$ cat config.mk
export PLATFORM = sky130hd
export DESIGN_NAME = wb_host_bridge_flat
export DESIGN_NICKNAME = d
export VERILOG_FILES = /design/src/rtl/wb_host_bridge_if.sv /design/src/rtl/wb_host_bridge.sv /design/src/flat_wrapper.sv
export SDC_FILE = /design/constraint.sdc
export NUM_CORES = 1
export LEC_CHECK = 0
export CORE_UTILIZATION = 38
export CTS_CLUSTER_SIZE = 16
export DETAILED_ROUTE_END_ITERATION = 10
export GPL_ROUTABILITY_DRIVEN = 0
export HOLD_SLACK_MARGIN = 0.12
export PLACE_DENSITY = 0.76
export SLEW_MARGIN = 20
export SYNTH_ARGS = -nofsm -noshare
export SYNTH_HDL_FRONTEND = slang
export SYNTH_SLANG_ARGS = --single-unit
$ cat constraint.sdc
create_clock -name clk_i -period 1.77 [get_ports clk_i]
set_clock_uncertainty 0.05 [all_clocks]
set_input_delay 0.177 -clock clk_i [delete_from_list [all_inputs] [get_ports clk_i]]
set_output_delay 0.177 -clock clk_i [all_outputs]
set_load 0.005 [all_outputs]
$ cat src/rtl/wb_host_bridge_if.sv
// Wishbone B4 pipelined bus between the host bridge (master) and a register bank (slave).
// Signal names follow the master's view of direction.
interface wb_host_bridge_if #(
  parameter int unsigned ADDR_WIDTH = 4
);
  logic                  wb_cyc_o;
  logic                  wb_stb_o;
  logic                  wb_we_o;
  logic [ADDR_WIDTH-1:0] wb_adr_o;
  logic [3:0]            wb_sel_o;
  logic [31:0]           wb_dat_o;
  logic                  wb_ack_i;
  logic                  wb_err_i;
  logic                  wb_rty_i;
  logic                  wb_stall_i;
  logic [31:0]           wb_dat_i;

  modport master (
    output wb_cyc_o, wb_stb_o, wb_we_o, wb_adr_o, wb_sel_o, wb_dat_o,
    input  wb_ack_i, wb_err_i, wb_rty_i, wb_stall_i, wb_dat_i
  );

  modport slave (
    input  wb_cyc_o, wb_stb_o, wb_we_o, wb_adr_o, wb_sel_o, wb_dat_o,
    output wb_ack_i, wb_err_i, wb_rty_i, wb_stall_i, wb_dat_i
  );
endinterface

$ cat src/rtl/wb_host_bridge.sv
// Single-outstanding Wishbone pipelined master: host request/done to one bus cycle,
// with bounded retry on rty and a per-attempt cycle timeout.
module wb_host_bridge #(
  parameter int unsigned ADDR_WIDTH = 4,
  parameter int unsigned TIMEOUT    = 255,
  parameter int unsigned MAX_RETRY  = 2
) (
  input  logic                  clk_i,
  input  logic                  rst_n_i,
  input  logic                  host_req_i,
  input  logic                  host_we_i,
  input  logic [ADDR_WIDTH-1:0] host_adr_i,
  input  logic [3:0]            host_sel_i,
  input  logic [31:0]           host_dat_i,
  output logic                  host_ready_o,
  output logic                  host_done_o,
  output logic                  host_err_o,
  output logic [31:0]           host_dat_o,
  wb_host_bridge_if.master      wb
);

  localparam logic [1:0] StIdle   = 2'd0;
  localparam logic [1:0] StStrobe = 2'd1;
  localparam logic [1:0] StWait   = 2'd2;

  localparam logic [7:0] TmoLast  = 8'(TIMEOUT - 1);
  localparam logic [2:0] RetryMax = 3'(MAX_RETRY);

  logic [1:0]            state_q, state_d;
  logic                  gap_q, gap_d;
  logic [2:0]            retry_q, retry_d;
  logic [7:0]            tmo_q, tmo_d;
  logic                  we_q, we_d;
  logic [ADDR_WIDTH-1:0] adr_q, adr_d;
  logic [3:0]            sel_q, sel_d;
  logic [31:0]           wdat_q, wdat_d;
  logic                  done_q, done_d;
  logic                  err_q, err_d;
  logic [31:0]           rdat_q, rdat_d;

  always_comb begin
    state_d = state_q;
    gap_d   = gap_q;
    retry_d = retry_q;
    tmo_d   = tmo_q;
    we_d    = we_q;
    adr_d   = adr_q;
    sel_d   = sel_q;
    wdat_d  = wdat_q;
    err_d   = err_q;
    rdat_d  = rdat_q;
    done_d  = 1'b0;
    case (state_q)
      StIdle: begin
        // gap_q marks the single dead cycle between a retried attempt and its re-issue
        if (gap_q) begin
          gap_d   = 1'b0;
          tmo_d   = '0;
          state_d = StStrobe;
        end else if (host_req_i) begin
          we_d    = host_we_i;
          adr_d   = host_adr_i;
          sel_d   = host_sel_i;
          wdat_d  = host_dat_i;
          retry_d = '0;
          tmo_d   = '0;
          state_d = StStrobe;
        end
      end
      StStrobe, StWait: begin
        tmo_d = tmo_q + 8'd1;
        if (wb.wb_err_i) begin
          state_d = StIdle;
          done_d  = 1'b1;
          err_d   = 1'b1;
        end else if (wb.wb_ack_i) begin
          state_d = StIdle;
          done_d  = 1'b1;
          err_d   = 1'b0;
          if (!we_q) rdat_d = wb.wb_dat_i;
        end else if (wb.wb_rty_i) begin
          state_d = StIdle;
          if (retry_q < RetryMax) begin
            retry_d = retry_q + 3'd1;
            gap_d   = 1'b1;
          end else begin
            done_d = 1'b1;
            err_d  = 1'b1;
          end
        end else if (tmo_q == TmoLast) begin
          state_d = StIdle;
          done_d  = 1'b1;
          err_d   = 1'b1;
        end else if (state_q == StStrobe && !wb.wb_stall_i) begin
          state_d = StWait;
        end
      end
      default: state_d = StIdle;
    endcase
  end

  always_ff @(posedge clk_i or negedge rst_n_i) begin
    if (!rst_n_i) begin
      state_q <= StIdle;
      gap_q   <= 1'b0;
      retry_q <= '0;
      tmo_q   <= '0;
      we_q    <= 1'b0;
      adr_q   <= '0;
      sel_q   <= '0;
      wdat_q  <= '0;
      done_q  <= 1'b0;
      err_q   <= 1'b0;
      rdat_q  <= '0;
    end else begin
      state_q <= state_d;
      gap_q   <= gap_d;
      retry_q <= retry_d;
      tmo_q   <= tmo_d;
      we_q    <= we_d;
      adr_q   <= adr_d;
      sel_q   <= sel_d;
      wdat_q  <= wdat_d;
      done_q  <= done_d;
      err_q   <= err_d;
      rdat_q  <= rdat_d;
    end
  end

  assign wb.wb_cyc_o   = (state_q != StIdle);
  assign wb.wb_stb_o   = (state_q == StStrobe);
  assign wb.wb_we_o    = we_q;
  assign wb.wb_adr_o   = adr_q;
  assign wb.wb_sel_o   = sel_q;
  assign wb.wb_dat_o   = wdat_q;
  assign host_ready_o  = (state_q == StIdle) && !gap_q;
  assign host_done_o   = done_q;
  assign host_err_o    = err_q;
  assign host_dat_o    = rdat_q;

endmodule

$ cat src/flat_wrapper.sv
// flat-port wrapper written by rule: the top's interface ports become plain ports
module wb_host_bridge_flat 
#(
  parameter int unsigned ADDR_WIDTH = 4,
  parameter int unsigned TIMEOUT    = 255,
  parameter int unsigned MAX_RETRY  = 2
)
  (clk_i, rst_n_i, host_req_i, host_we_i, host_adr_i, host_sel_i, host_dat_i, host_ready_o, host_done_o, host_err_o, host_dat_o, wb_wb_cyc_o, wb_wb_stb_o, wb_wb_we_o, wb_wb_adr_o, wb_wb_sel_o, wb_wb_dat_o, wb_wb_ack_i, wb_wb_err_i, wb_wb_rty_i, wb_wb_stall_i, wb_wb_dat_i);
  wb_host_bridge_if #(.ADDR_WIDTH(ADDR_WIDTH)) wb_i ();
  input  logic clk_i;
  input  logic rst_n_i;
  input  logic host_req_i;
  input  logic host_we_i;
  input  logic [ADDR_WIDTH-1:0] host_adr_i;
  input  logic [3:0] host_sel_i;
  input  logic [31:0] host_dat_i;
  output logic host_ready_o;
  output logic host_done_o;
  output logic host_err_o;
  output logic [31:0] host_dat_o;
  output wire logic [$bits(wb_i.wb_cyc_o)-1:0] wb_wb_cyc_o;
  output wire logic [$bits(wb_i.wb_stb_o)-1:0] wb_wb_stb_o;
  output wire logic [$bits(wb_i.wb_we_o)-1:0] wb_wb_we_o;
  output wire logic [$bits(wb_i.wb_adr_o)-1:0] wb_wb_adr_o;
  output wire logic [$bits(wb_i.wb_sel_o)-1:0] wb_wb_sel_o;
  output wire logic [$bits(wb_i.wb_dat_o)-1:0] wb_wb_dat_o;
  input wire logic [$bits(wb_i.wb_ack_i)-1:0] wb_wb_ack_i;
  input wire logic [$bits(wb_i.wb_err_i)-1:0] wb_wb_err_i;
  input wire logic [$bits(wb_i.wb_rty_i)-1:0] wb_wb_rty_i;
  input wire logic [$bits(wb_i.wb_stall_i)-1:0] wb_wb_stall_i;
  input wire logic [$bits(wb_i.wb_dat_i)-1:0] wb_wb_dat_i;
  assign wb_wb_cyc_o = wb_i.wb_cyc_o;
  assign wb_wb_stb_o = wb_i.wb_stb_o;
  assign wb_wb_we_o = wb_i.wb_we_o;
  assign wb_wb_adr_o = wb_i.wb_adr_o;
  assign wb_wb_sel_o = wb_i.wb_sel_o;
  assign wb_wb_dat_o = wb_i.wb_dat_o;
  assign wb_i.wb_ack_i = wb_wb_ack_i;
  assign wb_i.wb_err_i = wb_wb_err_i;
  assign wb_i.wb_rty_i = wb_wb_rty_i;
  assign wb_i.wb_stall_i = wb_wb_stall_i;
  assign wb_i.wb_dat_i = wb_wb_dat_i;
  wb_host_bridge #(.ADDR_WIDTH(ADDR_WIDTH), .TIMEOUT(TIMEOUT), .MAX_RETRY(MAX_RETRY)) u_core (.clk_i(clk_i), .rst_n_i(rst_n_i), .host_req_i(host_req_i), .host_we_i(host_we_i), .host_adr_i(host_adr_i), .host_sel_i(host_sel_i), .host_dat_i(host_dat_i), .host_ready_o(host_ready_o), .host_done_o(host_done_o), .host_err_o(host_err_o), .host_dat_o(host_dat_o), .wb(wb_i));
endmodule
==> reports/qor.csv <==
stage;metric;value;unit
run_status;outcome;completed;
global_route;grt_usage;0.177;
drt;drtIter0Drc;84;
global_route;grt_overflow;0;
floorplanning;die_w;99.6;um
placed_design;dpl.hpwl;6290;um
synthesis;synthCells;247;
synthesis;synthTopCellsByCount;dfrtp_1 (89), mux2_2 (75), nor2_1 (11);
clock_network;cts_root_buf;clkbuf_8;
final_layout;layout-drive-gt1-share;0.288;
drt;drt_pass1_iterations;4;
synthesis;synth_most_common_cell;dfrtp_1;
placed_design;post_dp_cell_area;0.00549;mm^2
drt;vias;2643;
critical_path;cp.required;1960;ps
synthesis;ys_ff_latch;89;
drt;vias_per_cell;4.72;
pwr;p_total;8.96;mW
pwr;power.density;1550;mW/mm^2
global_route;grt_pass1_wl;13600;um
placed_design;io_buffer_count;157;
critical_path;start_kind;flip-flop;
critical_path;cp-end-kind;flip-flop;
clock_network;cts_tree;yes;
synthesis;synth_top_area_cell;dfrtp_1;
final_layout;nets;513;
job;maxCapViolCount;0;
sta;final_hold_viol_count;0;
synthesis;syn_avg_cell_area;14.7;um^2
clock_network;clk_pin_slew;90;ps
floorplanning;core_area;0.00924;mm^2
clock_network;cts_buffer_depth;2;
synthesis;async_reset_ff_frac;1.00;
final_layout;areaGrowthSynthToFinish;59.2;%
floorplanning;ios;158;
worst_hold_path;hold_path_class;in2async;
clock_network;clk_latency;340;ps
synthesis;synth_area;0.00362;mm^2
global_route;grt_pass1_vias;2789;
clock_network;clock-sinks;89;
synthesis;synth_edf_count;0;
synthesis;synth_cell_types;34;
synthesis;syn-num-nets;334;
sta;worstMarginPinSlew;380;ps
synthesis;synth_top_area_frac;0.615;
critical_path;worstPathMaxFanout;3;
critical_path;worstPathArrival;1910;ps
clock_network;cts_max_level;3;
final_layout;nFillCells;743;
synthesis;synth_area_leaders;dfrtp_1 (62%), mux2_2 (23%), ha_1 (2.4%);
floorplanning;dieArea;0.00992;mm^2
final_layout;n_antenna_cell;0;
pwr;leakagePower;2.42;nW
sta;fin_setup_tns;0;ps
pwr;vdd_ir_drop_max;778;uV
floorplanning;row_count;35;
drt;ant_nets;0;
synthesis;synth-seq-area-share;0.615;
critical_path;critical_path_class;reg2reg;
synthesis;synth_ff_type;dfrtp_1;
sta;min_period;1720;ps
sta;drv_slew;0;
sta;fmax;0.580;GHz
floorplanning;start_util;0.392;
clock_network;tritoncts.num_buffers;9;
global_route;antenna_found_initial;0;
floorplanning;die_h;99.6;um
drt;drc;0;
sta;slew_headroom;0.744;
synthesis;yosysWarnings;0;
global_route;grt_max_degree;38;
final_layout;fin_cells;560;
placed_design;dp.cells;540;
sta;min_period_over_period;0.973;
sta;rsz0062_at_grt;yes;
drt;wire_per_inst;15.6;um
drt;wl;8720;um
final_layout;postLayoutCellArea;0.00576;mm^2
sta;setup_viol;0;
critical_path;r2r_setup_slack;50;ps
final_layout;final_util;0.624;
-- flip-flops by register name (all words and copies together) (netlist names), 2 cells and up --
signal	count
u_core.host_dat_o	32
u_core.retry_q	3
u_core.state_q	2
u_core.tmo_q	8
u_core.wb.wb_adr_o	4
u_core.wb.wb_dat_o	32
u_core.wb.wb_sel_o	4
-- through the flow --
stage               setup WS [ps]  hold slack (ps)
floorplan                   -29.1             -169
global placement             -239             76.7
detailed placement           -259             80.5
CTS                          32.4              239
global route                -23.0              254
finish                       47.1              238
-- worst max-delay path, cell delays in order (launching register included) --
cell	delay (ps)
dfrtp_1	400
or4b_4	520
or2_1	240
mux2_4	250
a22o_1	170
-- final cells by class --
type,instances,area [um^2],area share
multi-input combinational,144,1370,0.237
clock inverter,5,63.8,0.0111
timing repair buffer,178,1790,0.310
tap,129,161,0.0280
clock buffer,11,141,0.0245
sequential,89,2230,0.386
inverter,4,15.0,0.00260
-- worst paths after layout --
kind,depth (start not counted),from,to
max,4,u_core.retry_q[2],u_core.retry_q[0]
min,2,rst_n_i,u_core.state_q[0]
max reg2reg,4,u_core.retry_q[2],u_core.retry_q[0]
min reg2reg,1,u_core.tmo_q[6],u_core.tmo_q[6]
max in group asynchronous,3,rst_n_i,u_core.host_dat_o[17]
min in group clk_i,2,host_dat_i[1],u_core.wb.wb_dat_o[1]
-- report_power, final --
part           internal [mW]  total [mW]  switching, mW
Combinational           2.79        4.06           1.28
Clock                  0.702        1.42          0.718
Sequential              2.97        3.47          0.505
-- cells in the final DEF, fill, tap and decap left out, types with 2 or more instances in the layout --
master	instances
a21oi_1	2
o21a_1	2
dlygate4sd2_1	2
clkbuf_8	10
inv_2	2
nor3_1	2
or2b_1	2
buf_4	15
dfrtp_1	89
buf_12	3
nand2_1	7
nor4_1	2
mux2_2	75
clkdlybuf4s50_1	153
clkinv_4	2
nor2_2	2
ha_1	5
nand3_1	4
buf_6	2
inv_1	2
nor2_1	9
xnor2_1	3
o21ai_0	7
nor3b_4	2
-- metal layers --
| layer | part of all wire | GRT usage | up-vias |
|---|---|---|---|
| li1 | - | - | 1230 |
| met1 | 0.41 | 0.214 | 1316 |
| met2 | 0.51 | 0.299 | 84 |
| met3 | 0.061 | 0.0534 | 13 |
| met4 | 0.016 | 0.0679 | 0 |
| met5 | 0 | 0 | - |
-- cell families after synthesis --
family | Yosys count | synth area share
AND/OR/NAND/NOR | 39 | 0.0588
adder cells (fa/ha/maj) | 7 | 0.0242
multiplexers | 76 | 0.237
AO/OA/AOI/OAI | 19 | 0.0401
flip-flops | 89 | 0.615
XOR/XNOR | 3 | 0.00726
buffers and inverters | 14 | 0.0169
-- what timing repair did --
action	CTS	global route
hold endpoints to repair	89	0
buffers inserted	0	1
pin swaps	0	2
gates cloned	0	2
endpoints found under the setup margin	16	37
gates resized for setup	6	6
hold buffers	1	0
(Power assumes the default switching activity.)
